## config.mk

```make
export PLATFORM = sky130hd
export DESIGN_NAME = divider_ctrl
export DESIGN_NICKNAME = d
export VERILOG_FILES = /design/src/rtl/divider_ctrl.sv
export SDC_FILE = /design/constraint.sdc
export NUM_CORES = 1
export LEC_CHECK = 0
export ABC_AREA = 1
export BUFFER_PORTS_ARGS = -buffer_cell sky130_fd_sc_hd__buf_2
export CORE_ASPECT_RATIO = 0.6
export CORE_MARGIN = 1
export CORE_UTILIZATION = 50
export DETAILED_ROUTE_END_ITERATION = 8
export GPL_ROUTABILITY_DRIVEN = 0
export PLACE_DENSITY = 0.73
export SYNTH_ARGS = -nofsm -noshare
export SYNTH_HDL_FRONTEND = slang
export SYNTH_SLANG_ARGS = --single-unit
```

## constraint.sdc

```tcl
create_clock -name clock_in -period 2.1 [get_ports clock_in]
set_input_delay 0.315 -clock clock_in [delete_from_list [all_inputs] [get_ports clock_in]]
set_output_delay 0.315 -clock clock_in [all_outputs]
set_load 0.03 [all_outputs]
```

## src/rtl/divider_ctrl.sv

```systemverilog
// rtl/divider_ctrl.sv - run/stop and rate controller for a glitch-free 50% clock divider
//
// Purpose: divides clock_in by 2*(H+1). The ratio H is taken over a
// valid/ready handshake and applied only at a period boundary. Start and
// stop are also glitch-free.
// Ports:
//   clock_in  - system clock; all logic runs on its rising edge
//   reset     - synchronous, active-high reset
//   run       - level: 1 = run the divided clock, 0 = stop
//   cfg_valid - a new half-period is offered on cfg_half
//   cfg_half  - half-period H; clock_out toggles every H+1 cycles
//   cfg_ready - the controller can accept cfg_half (no config is pending)
//   clock_out - registered divided clock
//   tick      - one-cycle pulse in the first high cycle of clock_out
//   active    - the controller is not idle
//   pending   - an accepted config is waiting for a period boundary
module divider_ctrl #(
  parameter int unsigned CNT_W        = 16,
  parameter int unsigned DEFAULT_HALF = 1
) (
  input  logic             clock_in,
  input  logic             reset,
  input  logic             run,
  input  logic             cfg_valid,
  input  logic [CNT_W-1:0] cfg_half,
  output logic             cfg_ready,
  output logic             clock_out,
  output logic             tick,
  output logic             active,
  output logic             pending
);

  typedef enum logic [1:0] {IDLE, RUN, STOPPING} state_t;

  state_t           state_q;
  logic [CNT_W-1:0] cnt_q;
  logic [CNT_W-1:0] half_q;
  logic [CNT_W-1:0] shadow_q;
  logic             pending_q;
  logic             clk_q;
  logic             tick_q;

  logic running;
  logic toggle;
  logic boundary;
  logic xfer;
  logic go_idle;

  assign running  = (state_q != IDLE);
  assign toggle   = running && (cnt_q == half_q);
  // A falling toggle closes a full period; only there may the ratio change.
  assign boundary = toggle & clk_q;
  assign xfer     = cfg_valid & ~pending_q;
  // Stop only once clock_out is, or is about to be, low: either low and not
  // rising now, or high and falling now. A rising toggle with run=0 still
  // completes, and the controller then waits out the high phase.
  assign go_idle  = running & ~run & ~(clk_q ^ toggle);

  always_ff @(posedge clock_in) begin
    if (reset) begin
      state_q   <= IDLE;
      cnt_q     <= '0;
      half_q    <= CNT_W'(DEFAULT_HALF);
      shadow_q  <= '0;
      pending_q <= 1'b0;
      clk_q     <= 1'b0;
      tick_q    <= 1'b0;
    end else begin
      case (state_q)
        IDLE: begin
          cnt_q  <= '0;
          clk_q  <= 1'b0;
          tick_q <= 1'b0;
          // Nothing is running, so a new ratio can be applied directly.
          if (xfer) half_q <= cfg_half;
          if (run) state_q <= RUN;
        end
        default: begin  // RUN or STOPPING
          if (go_idle) begin
            state_q   <= IDLE;
            cnt_q     <= '0;
            clk_q     <= 1'b0;
            tick_q    <= 1'b0;
            pending_q <= 1'b0;
            // Both branches cannot fire together, because xfer requires
            // pending_q == 0.
            if (xfer)           half_q <= cfg_half;
            else if (pending_q) half_q <= shadow_q;
          end else begin
            // From STOPPING with run=1, return to RUN without disturbing
            // the phase.
            state_q <= run ? RUN : STOPPING;
            cnt_q   <= toggle ? '0 : cnt_q + CNT_W'(1);
            clk_q   <= clk_q ^ toggle;
            tick_q  <= toggle & ~clk_q;
            if (boundary && pending_q) begin
              half_q    <= shadow_q;
              pending_q <= 1'b0;
            end
            // A transfer accepted on a boundary waits for the next boundary.
            if (xfer) begin
              shadow_q  <= cfg_half;
              pending_q <= 1'b1;
            end
          end
        end
      endcase
    end
  end

  assign cfg_ready = ~pending_q;
  assign clock_out = clk_q;
  assign tick      = tick_q;
  assign active    = running;
  assign pending   = pending_q;

endmodule

```

==> results of run 1 <==
==> state kept, by name, indices dropped and copies added (netlist names) <==
name	count
clock_out	1
state_q	2
tick	1
half_q	16
pending	1
cnt_q	16
shadow_q	16
==> layout make-up <==
cell class | count | share of cell area, %
sequential | 53 | 28.89
clock buffer | 6 | 1.930
clock inverter | 2 | 0.2662
multi-input combinational | 300 | 42.46
timing repair buffer | 84 | 18.17
inverter | 61 | 6.090
tap | 66 | 2.196
==> logic make-up (layout without fill, tap and decap cells) <==
kind of cell / after synthesis / after routing
AND/OR/NAND/NOR: 249 / 250
buffers and inverters: 74 / 153
flip-flops: 53 / 53
AO/OA/AOI/OAI: 34 / 34
XOR/XNOR: 13 / 13
adder cells (fa/ha/maj): 3 / 3
==> cell usage after synthesis, drive strengths merged (2+ instances only) <==
master    n  area share [%]
a21oi    17             3.1
buf      10             2.6
clkbuf    3            0.41
dfxtp    53              38
ha        3             1.4
inv      61             8.3
nand2   124              19
nand3    27             5.4
nor2     92              13
nor3      2            0.54
o21ai    17             3.2
xor2     12             3.8
==> cell usage in the layout, fill, tap and decap left out, types with 6 or more instances in the layout <==
| cell | n |
|---|---|
| nand2_1 | 104 |
| nor2_1 | 79 |
| buf_4 | 49 |
| inv_1 | 48 |
| dfxtp_1 | 33 |
| nand3_1 | 24 |
| buf_2 | 24 |
| dfxtp_2 | 20 |
| inv_2 | 13 |
| nand2_2 | 12 |
| xor2_1 | 12 |
| o21ai_0 | 10 |
| a21oi_1 | 9 |
| nor2_2 | 8 |
| a21oi_2 | 8 |
| o21ai_1 | 6 |
==> per-layer routing <==
layer	global-route usage [%]	routed length [um]	vias up
met4	7.792	158	0
li1	-	-	1441
met1	33.72	3585	1314
met3	6.132	729	17
met5	0	0	-
met2	42.56	3491	127
==> power breakdown <==
| group | internal [W] | switching, W | total [W] |
|---|---|---|---|
| Sequential | 0.00106 | 0.0000313 | 0.00109 |
| Combinational | 0.000208 | 0.000265 | 0.000473 |
| Clock | 0.000232 | 0.000341 | 0.000574 |
| Total | 0.00150 | 0.000638 | 0.00213 |
==> path summary, 6_finish.rpt <==
kind | end | slack [ns] | start | cells after the start
worst max-delay path | half_q[3] | -0.07 | half_q[3] | 17
worst min-delay path | state_q[1] | 0.19 | run | 2
worst max register to register | half_q[3] | -0.07 | half_q[3] | 17
worst min register to register | cnt_q[0] | 0.52 | cnt_q[0] | 2
==> timing repair <==
action / CTS / global route
setup endpoints to repair: 49 / 49
gates cloned: 1 / 4
resized for setup: 36 / 53
pin swaps: 15 / 21
setup buffers: 10 / 2
==> through the flow <==
stage | cell area (um^2) | TNS [ns] | util (%)
6_report | 3760 | -0.6318 | 72.58
3_5_place_dp | 3259 | -4.324 | 62.92
4_1_cts | 3510 | -0.1404 | 67.75
2_1_floorplan | 2758 | 0 | -
5_1_grt | 3760 | -6.251 | 72.58
3_3_place_gp | 3259 | -1.028 | 62.92
==> metrics.csv, run 1 <==
stage,metric,value,unit
outcome,status,"finished, violations left",
outcome,failing checks,"design-rule violations, negative setup slack",
die,chip height,59.53,um
grt,vias in the first global route,2495,
die,Rows,20,
pwr,Static Leak,1.697,nW
setup_path,WP buf/inv,2,
die,CORE AREA,5180,um^2
clock_network,Clock Pin Slew Worst Setup and Hold Paths,0.09,ns
clock_network,number of buffers created by CTS,5,
timing,Slew Limit Headroom,74.51,%
timing,Setup Skew,0.008049,ns
placed_design,DP Cell Count,549,
timing,Final Hold Viols,0,
route,total DRC errors in the routed layout,4,
final_layout,Syn-to-layout area delta,36.34,%
clock_network,post-cts hold buffer count,0,
final_layout,Finished Layout Cells,572,
die,Die X,97.88,um
pwr,VDD IR max,0.4569,mV
setup_path,Worst Setup End Kind,register,
logic_synthesis,main combinational cell family by area after synthesis,simple AND/OR/NAND/NOR gates,
timing,fin. max-slew vios,0,
route,vias per inst,5.068,
logic_synthesis,mux share of post-synthesis cell area,0,%
clock_network,Max Root-Sink Buffers,2,
setup_path,Critical Path Fanout Max,6,
placed_design,port bufs,24,
setup_path,critical path class,reg -> reg,
final_layout,layout cells sized above 1,34.39,%
route,WL final,7964,um
timing,setup ws final,-0.06715,ns
route,1st-iter DRT viols,194,
setup_path,CP peak stage delay,0.34,ns
setup_path,"CP delay by family, top",simple AND/OR/NAND/NOR gates,
logic_synthesis,Post-Syn Area,2758,um^2
final_layout,Filler cells,401,
die,number of top-level pins,25,
die,Initial Util,53.24,%
grt,largest net degree at the start of global routing,34,
route,DR vias,2899,
die,die area,5826,um^2
grt,first-pass GRT wire length,11430,um
logic_synthesis,Post-Synth Simple-Gate Area,38.38,%
setup_path,"slowest stage cell, crit path",dfxtp_2,
clock_network,CTS tree,yes,
timing,Worst Max-Slew Pin Slew,0.3809,ns
timing,Max Fclk,461.4,MHz
logic_synthesis,complex-gate fraction of the synthesized area,6.307,%
logic_synthesis,mean post-synth cell area,6.473,um^2
clock_network,CTS sink cnt,53,
setup_path,CP Cell Sequence,inv_1 > nand2_1 > nand2_1 > nor2_4 > nand2_1 > nor2_1 > nand2_2 > nor2_4 > ha_4 > nand3_4 > nand2_8 > nand2_8 > buf_6 > nand2_4 > nand2_1 > nor2_2 > nor2_1,
hold_path,worst min path class,in -> reg,
route,"antenna viol nets, final",0,
grt,"Remaining Overflow, GRT",0,
route,DRT Pass-1 Iters,8,
logic_synthesis,synthesized flop and latch total,53,
placed_design,worst slack at placement,-0.1716,ns
setup_path,required time of the critical path,2.30,ns
run,Max-Cap Viols,0,
pwr,Pwr per Cell Area,567.8,nW/um^2
logic_synthesis,Synth cell types,28,
route,WL/cell,13.92,um
logic_synthesis,XOR/XNOR Fraction of Synth Area,4.129,%
timing,final worst path period need,2.167,ns
final_layout,nets,528,
timing,"Period Utilization, post-route",103.2,%
logic_synthesis,Synth Instances,426,
final_layout,sequential cell area,1086,um^2
final_layout,Ant. Diodes,0,
timing,RSZ-0062 raised after global routing,yes,
timing,Finish-stage setup viols,32,
logic_synthesis,synth warn,0,
setup_path,Critical Path AT,2.37,ns
pwr,Pwr Total,0.002135,W
logic_synthesis,Post-synth EDFFs,0,
placed_design,placed wire-length estimate,4697,um
setup_path,Critical Path Source Type,register,
logic_synthesis,ys async rst share,0,%
clock_network,CTS root buf,clkbuf_8,
grt,GRT Util Overall,25.68,%
final_layout,Multi-input gate area,1597,um^2
clock_network,H-tree level count,2,
clock_network,worst skew pair latency,0.31,ns
logic_synthesis,register area share after synthesis,38.48,%
logic_synthesis,Post-Syn Nets,449,
grt,initial antenna violation count,0,
logic_synthesis,"Top FF cell, synth",dfxtp_1,
logic_synthesis,adder-cell share of the synthesized area,1.361,%
setup_path,CP most frequent cell,nand2_1,
timing,Min Hold Slack,0.1913,ns
Power figures use the tool's default switching activity.
==> run 2, diff against run 1 <==
--- a/config.mk
+++ b/config.mk
@@ -12,6 +12,7 @@
 export CORE_UTILIZATION = 50
 export DETAILED_ROUTE_END_ITERATION = 8
 export GPL_ROUTABILITY_DRIVEN = 0
+export GPL_TIMING_DRIVEN = 0
 export PLACE_DENSITY = 0.73
 export SYNTH_ARGS = -nofsm -noshare
 export SYNTH_HDL_FRONTEND = slang
==> run 2 against run 1 <==
Against the previous run: the run still ends with design-rule violations, negative setup slack left; power increased by 1.6%; critical path depth decreased by 3; flip-flop and latch count unchanged; final cell count decreased by 3.8%; die area unchanged; global-route usage decreased by 0.66 points.
==> metrics.csv, run 2 (same netlist as run 1, synthesis figures left out) <==
stage,metric,value,unit,change
grt,"Remaining Overflow, GRT",0,,unchanged
route,"antenna viol nets, final",0,,unchanged
grt,grt peak-use layer,met2,,unchanged
final_layout,Finished Layout Cells,550,,was 572
setup_path,Worst Setup End Kind,register,,unchanged
grt,met1 Usage GRT,34.45,%,was 33.72%
die,Rows,20,,unchanged
grt,GRT Util Overall,25.02,%,was 25.68%
setup_path,Critical Path AT,2.32,ns,was 2.37 ns
final_layout,cell area after layout,3507,um^2,was 3760 um^2
timing,setup ws final,-0.01098,ns,was -0.06715 ns
hold_path,worst min path class,in -> reg,,unchanged
setup_path,Critical Path Fanout Max,10,,was 6
timing,Finish-stage setup viols,6,,was 32
timing,Slew Limit Headroom,60.07,%,was 74.51%
placed_design,port bufs,24,,unchanged
pwr,sw frac,28.17,%,was 29.89%
placed_design,Placed Area,2960,um^2,was 3259 um^2
timing,RSZ-0062 raised after global routing,yes,,unchanged
route,DRT Pass-1 Iters,7,,was 8
clock_network,Clock Pin Slew Worst Setup and Hold Paths,0.10,ns,was 0.09 ns
placed_design,DP Cell Count,516,,was 549
route,DR vias,2747,,was 2899
grt,vias in the first global route,2481,,was 2495
clock_network,H-tree level count,2,,unchanged
grt,global routing usage on met3,4.245,%,was 6.132%
die,Initial Util,53.24,%,unchanged
pwr,Psw,0.0006113,W,was 0.0006382 W
clock_network,worst skew pair latency,0.31,ns,about the same
grt,initial antenna violation count,0,,unchanged
pwr,Static Leak,1.573,nW,was 1.697 nW
clock_network,Max Root-Sink Buffers,2,,unchanged
final_layout,most frequent cells in the layout,"113 x nand2_1, 80 x nor2_1, 46 x inv_1, 27 x dfxtp_1, 26 x nand3_1",,"was 104 x nand2_1, 79 x nor2_1, 49 x buf_4, 48 x inv_1, 33 x dfxtp_1"
grt,largest net degree at the start of global routing,16,,was 34
grt,first-pass GRT wire length,11100,um,was 11430 um
timing,Final Hold Viols,0,,unchanged
setup_path,Critical Path Source Type,register,,unchanged
route,WL/cell,12.47,um,was 13.92 um
timing,Setup Skew,0.004211,ns,was 0.008049 ns
timing,final worst path period need,2.111,ns,was 2.167 ns
final_layout,Syn-to-layout area delta,27.18,%,was 36.34%
clock_network,post-cts hold buffer count,0,,unchanged
timing,"Period Utilization, post-route",100.5,%,was 103.2%
run,Max-Cap Viols,0,,unchanged
timing,setup_tns,-0.02588,ns,was -0.6318 ns
pwr,power share of the clock group,32.2,%,was 26.9%
setup_path,required time of the critical path,2.31,ns,was 2.30 ns
pwr,Flop pwr share,49.8,%,was 51.0%
final_layout,Filler cells,440,,was 401
pwr,Logic pwr share,18.0,%,was 22.2%
placed_design,placed wire-length estimate,4700,um,was 4697 um
setup_path,critical path class,reg -> reg,,unchanged
grt,met2 usage,41.25,%,was 42.56%
pwr,Int Pwr,0.001559,W,was 0.001497 W
timing,Max Fclk,473.7,MHz,was 461.4 MHz
final_layout,Ant. Diodes,0,,unchanged
clock_network,CTS root buf,clkbuf_8,,unchanged
die,CORE AREA,5180,um^2,unchanged
timing,Worst Max-Slew Pin Slew,0.5990,ns,was 0.3809 ns
timing,fin. max-slew vios,0,,unchanged
pwr,Pwr per Cell Area,618.7,nW/um^2,was 567.8 nW/um^2
final_layout,layout cells sized above 1,31.40,%,was 34.39%
pwr,Pwr Total,0.002170,W,was 0.002135 W
final_layout,Top Registers,"cnt_q x16, half_q x16, shadow_q x16",,unchanged
clock_network,CTS sink cnt,53,,unchanged
route,WL final,6858,um,was 7964 um
outcome,failing checks,"design-rule violations, negative setup slack",,unchanged
clock_network,CTS tree,yes,,unchanged
die,die area,5826,um^2,unchanged
die,Die X,97.88,um,unchanged
die,chip height,59.53,um,unchanged
die,number of top-level pins,25,,unchanged
pwr,VDD IR max,0.3402,mV,was 0.4569 mV
final_layout,"commonest non-fill, non-tap cell in the layout",nand2_1,,unchanged
route,vias per inst,4.995,,was 5.068
final_layout,nets,507,,was 528
route,total DRC errors in the routed layout,4,,unchanged
clock_network,number of buffers created by CTS,5,,unchanged
route,1st-iter DRT viols,162,,was 194
outcome,status,"finished, violations left",,unchanged
[run 2: changes by cell type in the layout (fill, tap and decap cells not counted), moves of 5 or more]
cell	previous run	this run
o21ai_0	10	4
buf_6	4	11
nand2_2	12	7
nand2_1	104	113
dfxtp_1	33	27
buf_4	49	23
dfxtp_4	0	5
o21ai_2	1	9
[run 2: final timing paths]
check            from     endpoint  slack [ns]  cells past startpoint
max          cnt_q[2]  shadow_q[0]       -0.01                     14
min               run   state_q[1]        0.17                      2
max reg2reg  cnt_q[2]  shadow_q[0]       -0.01                     14
min reg2reg  cnt_q[0]     cnt_q[0]        0.45                      1
[run 2: per-layer routing]
metal,part of all wire [%],wire length (um)
met1,50,3462
met2,43,2946
met3,5.7,394
met4,0.80,55
met5,0,0
[run 2: area by class of cell]
cell class / count / area (um^2) / share of cell area [%]
well taps: 66 / 82.58 / 2.355
plain buffers: 13 / 116.4 / 3.318
multi-input cells: 299 / 1513 / 43.13
clock inverters: 2 / 35.03 / 0.9989
inverters: 61 / 229.0 / 6.529
flip-flops and latches: 53 / 1106 / 31.54
repair buffers: 51 / 356.6 / 10.17
clock buffers: 5 / 68.82 / 1.962
[run 2: power by group through the flow]
stage | registers [W] | logic [W] | clock network (W)
2_1_floorplan | 0.00110 | 0.000230 | 0
3_3_place_gp | 0.00110 | 0.000302 | 0
3_5_place_dp | 0.00110 | 0.000311 | 0
4_1_cts | 0.00108 | 0.000363 | 0.000705
5_1_grt | 0.00109 | 0.000434 | 0.000743
6_report | 0.00108 | 0.000391 | 0.000699
[run 2: through the flow]
| stage | setup slack, ns | hold slack, ns | utilization (%) |
|---|---|---|---|
| CTS | -0.08119 | 0.1707 | 64.88 |
| global route | -0.1649 | 0.1702 | 67.71 |
| floorplan | 0.08496 | 0.3841 | - |
| global placement | -0.3010 | 0.4525 | 57.15 |
| detailed placement | -0.2979 | 0.4628 | 57.15 |
| finish | -0.01098 | 0.1713 | 67.71 |
[run 2: repair_timing]
action / in CTS / in global routing
setup buffers: 17 / 7
gates cloned: 3 / 0
resized for setup: 63 / 35
pin swaps: 15 / 17
setup endpoints to repair: 49 / 50
[run 2: worst max-delay path, stage by stage, from the launching register on]
cell and delay, ns:
dfxtp_4 0.38, inv_2 0.04, nand2_2 0.04, nand2_1 0.05, nor2_1 0.11, nand2_1 0.07, nor2_2 0.11, nand2_2 0.09
nor2_4 0.11, ha_4 0.22, nand3_4 0.12, nand2_8 0.09, nor2_4 0.22, buf_4 0.25, a21oi_1 0.09
==> run 3, diff against run 2 <==
--- a/config.mk
+++ b/config.mk
@@ -17,3 +17,4 @@
 export SYNTH_ARGS = -nofsm -noshare
 export SYNTH_HDL_FRONTEND = slang
 export SYNTH_SLANG_ARGS = --single-unit
+export TNS_END_PERCENT = 30
==> run 3 against run 2 <==
Against the previous run: flip-flop and latch count stayed put; largest power group unchanged; final cell count is 0.18% lower; final area is 0.29% lower; critical path type unchanged; the run still ends with design-rule violations, negative setup slack left; global-route usage hardly changed; non-clock buffer count is 1 lower; core utilization is 0.19 points lower; sequential share of layout area is 0.090 points higher.
==> metrics.csv, run 3 (same netlist as run 1, synthesis figures left out) <==
stage,metric,value,unit,change
clock_network,CTS root buf,clkbuf_8,,unchanged
die,Rows,20,,unchanged
grt,initial antenna violation count,0,,unchanged
timing,Min Hold Slack,0.1720,ns,was 0.1713 ns
timing,RSZ-0062 raised after global routing,yes,,unchanged
pwr,VDD IR max,0.3372,mV,was 0.3402 mV
final_layout,Top Registers,"cnt_q x16, half_q x16, shadow_q x16",,unchanged
die,CORE AREA,5180,um^2,unchanged
clock_network,CTS tree,yes,,unchanged
route,1st-iter DRT viols,141,,was 162
die,Initial Util,53.24,%,unchanged
outcome,status,"finished, violations left",,unchanged
final_layout,Syn-to-layout area delta,26.81,%,was 27.18%
final_layout,most frequent cells in the layout,"113 x nand2_1, 80 x nor2_1, 47 x inv_1, 27 x dfxtp_1, 26 x nand3_1",,"was 113 x nand2_1, 80 x nor2_1, 46 x inv_1, 27 x dfxtp_1, 26 x nand3_1"
timing,Worst Max-Slew Pin Slew,0.6273,ns,was 0.5990 ns
timing,final worst path period need,2.120,ns,was 2.111 ns
grt,GRT Util Overall,24.99,%,was 25.02%
timing,Finish-stage setup viols,8,,was 6
timing,Max Fclk,471.6,MHz,was 473.7 MHz
clock_network,number of buffers created by CTS,5,,unchanged
route,DR vias,2705,,was 2747
setup_path,WP buf/inv,2,,unchanged
die,number of top-level pins,25,,unchanged
timing,Final Hold Viols,0,,unchanged
route,WL final,6850,um,was 6858 um
route,"antenna viol nets, final",0,,unchanged
clock_network,Max Root-Sink Buffers,2,,unchanged
grt,largest net degree at the start of global routing,16,,unchanged
grt,first-pass GRT wire length,11060,um,was 11100 um
final_layout,Filler cells,437,,was 440
clock_network,worst skew pair latency,0.31,ns,about the same
clock_network,CTS sink cnt,53,,unchanged
timing,"Period Utilization, post-route",101.0,%,was 100.5%
timing,Slew Limit Headroom,58.18,%,was 60.07%
pwr,Pwr Total,0.002163,W,was 0.002170 W
pwr,Static Leak,1.563,nW,was 1.573 nW
setup_path,required time of the critical path,2.31,ns,about the same
pwr,Pwr per Cell Area,618.5,nW/um^2,was 618.7 nW/um^2
die,die area,5826,um^2,unchanged
grt,vias in the first global route,2452,,was 2481
outcome,failing checks,"design-rule violations, negative setup slack",,unchanged
placed_design,worst slack at placement,-0.2979,ns,unchanged
placed_design,DP Cell Count,516,,unchanged
setup_path,Worst Setup End Kind,register,,unchanged
final_layout,Ant. Diodes,0,,unchanged
setup_path,Critical Path Source Type,register,,unchanged
clock_network,Clock Pin Slew Worst Setup and Hold Paths,0.09,ns,was 0.10 ns
final_layout,"commonest non-fill, non-tap cell in the layout",nand2_1,,unchanged
placed_design,port bufs,24,,unchanged
die,Die X,97.88,um,unchanged
route,WL/cell,12.48,um,was 12.47 um
final_layout,Util after Layout,67.51,%,was 67.71%
timing,Setup Skew,0.004766,ns,was 0.004211 ns
route,vias per inst,4.927,,was 4.995
setup_path,"CP delay by family, top",simple AND/OR/NAND/NOR gates,,unchanged
setup_path,Critical Path AT,2.33,ns,was 2.32 ns
timing,setup ws final,-0.02049,ns,was -0.01098 ns
route,DRT Pass-1 Iters,7,,unchanged
setup_path,Critical Path Fanout Max,10,,unchanged
clock_network,H-tree level count,2,,unchanged
final_layout,Finished Layout Cells,549,,was 550
placed_design,placed wire-length estimate,4700,um,unchanged
die,chip height,59.53,um,unchanged
timing,fin. max-slew vios,0,,unchanged
grt,"Remaining Overflow, GRT",0,,unchanged
setup_path,CP most frequent cell,nand2_1,,
setup_path,critical path class,reg -> reg,,unchanged
run,Max-Cap Viols,0,,unchanged
setup_path,CP peak stage delay,0.36,ns,was 0.38 ns
setup_path,"slowest stage cell, crit path",dfxtp_2,,was dfxtp_4
final_layout,layout cells sized above 1,31.47,%,was 31.40%
hold_path,worst min path class,in -> reg,,unchanged
route,total DRC errors in the routed layout,4,,unchanged
clock_network,post-cts hold buffer count,0,,unchanged
setup_path,CP Cell Sequence,inv_2 > nand2_1 > nand2_1 > nor2_1 > nand2_1 > nor2_2 > nand2_2 > nor2_4 > ha_4 > nand3_4 > nand2_8 > nor2_4 > buf_4 > a21oi_1,,was inv_2 > nand2_2 > nand2_1 > nor2_1 > nand2_1 > nor2_2 > nand2_2 > nor2_4 > ha_4 > nand3_4 > nand2_8 > nor2_4 > buf_4 > a21oi_1
final_layout,nets,506,,was 507
## run 3: changes by cell type in the layout (fill, tap and decap cells not counted), sizes merged
cell and delta:
buf -1
## run 3: per-stage QoR
stage	setup TNS (ns)	area (um^2)
after CTS	-1.949	3329
final	-0.08886	3497
after global placement	-6.672	2960
after floorplan	0	2758
after global routing	-5.698	3497
after detailed placement	-7.394	2960
## run 3: repair_timing
action / in CTS / in global routing
endpoints found under the setup margin: 49 / 50
pin swaps: 14 / 16
gates resized for setup: 59 / 45
setup buffers: 16 / 7
gates cloned: 3 / 0
hold endpoints to repair: 0 / 0
## run 3: power breakdown
part           switching [W]  leakage, nW  internal [W]
Combinational       0.000231         1.06      0.000159
Clock               0.000344       0.0540      0.000347
Sequential         0.0000303        0.445       0.00105
## run 3: metal layers
metal / global-route usage, % / wire length [um]
met5: 0 / 0
met4: 6.494 / 63
met3: 4.245 / 381
met2: 40.85 / 2930
met1: 34.67 / 3473
## run 3: final timing paths
| check | start | endpoint | slack, ns | depth (start not counted) |
|---|---|---|---|---|
| worst max-delay path | cnt_q[12] | shadow_q[0] | -0.02 | 14 |
| worst min-delay path | run | state_q[1] | 0.17 | 2 |
| worst max register to register | cnt_q[12] | shadow_q[0] | -0.02 | 14 |
| worst min register to register | cnt_q[0] | cnt_q[0] | 0.45 | 1 |
## run 3: cell type report
class / instances / area [um^2] / area share, %
clock inverters: 2 / 35.03 / 1.002
flip-flops and latches: 53 / 1106 / 31.63
repair buffers: 50 / 339.1 / 9.696
well taps: 66 / 82.58 / 2.361
multi-input cells: 299 / 1520 / 43.47
clock buffers: 5 / 68.82 / 1.968
inverters: 61 / 229.0 / 6.547
plain buffers: 13 / 116.4 / 3.327
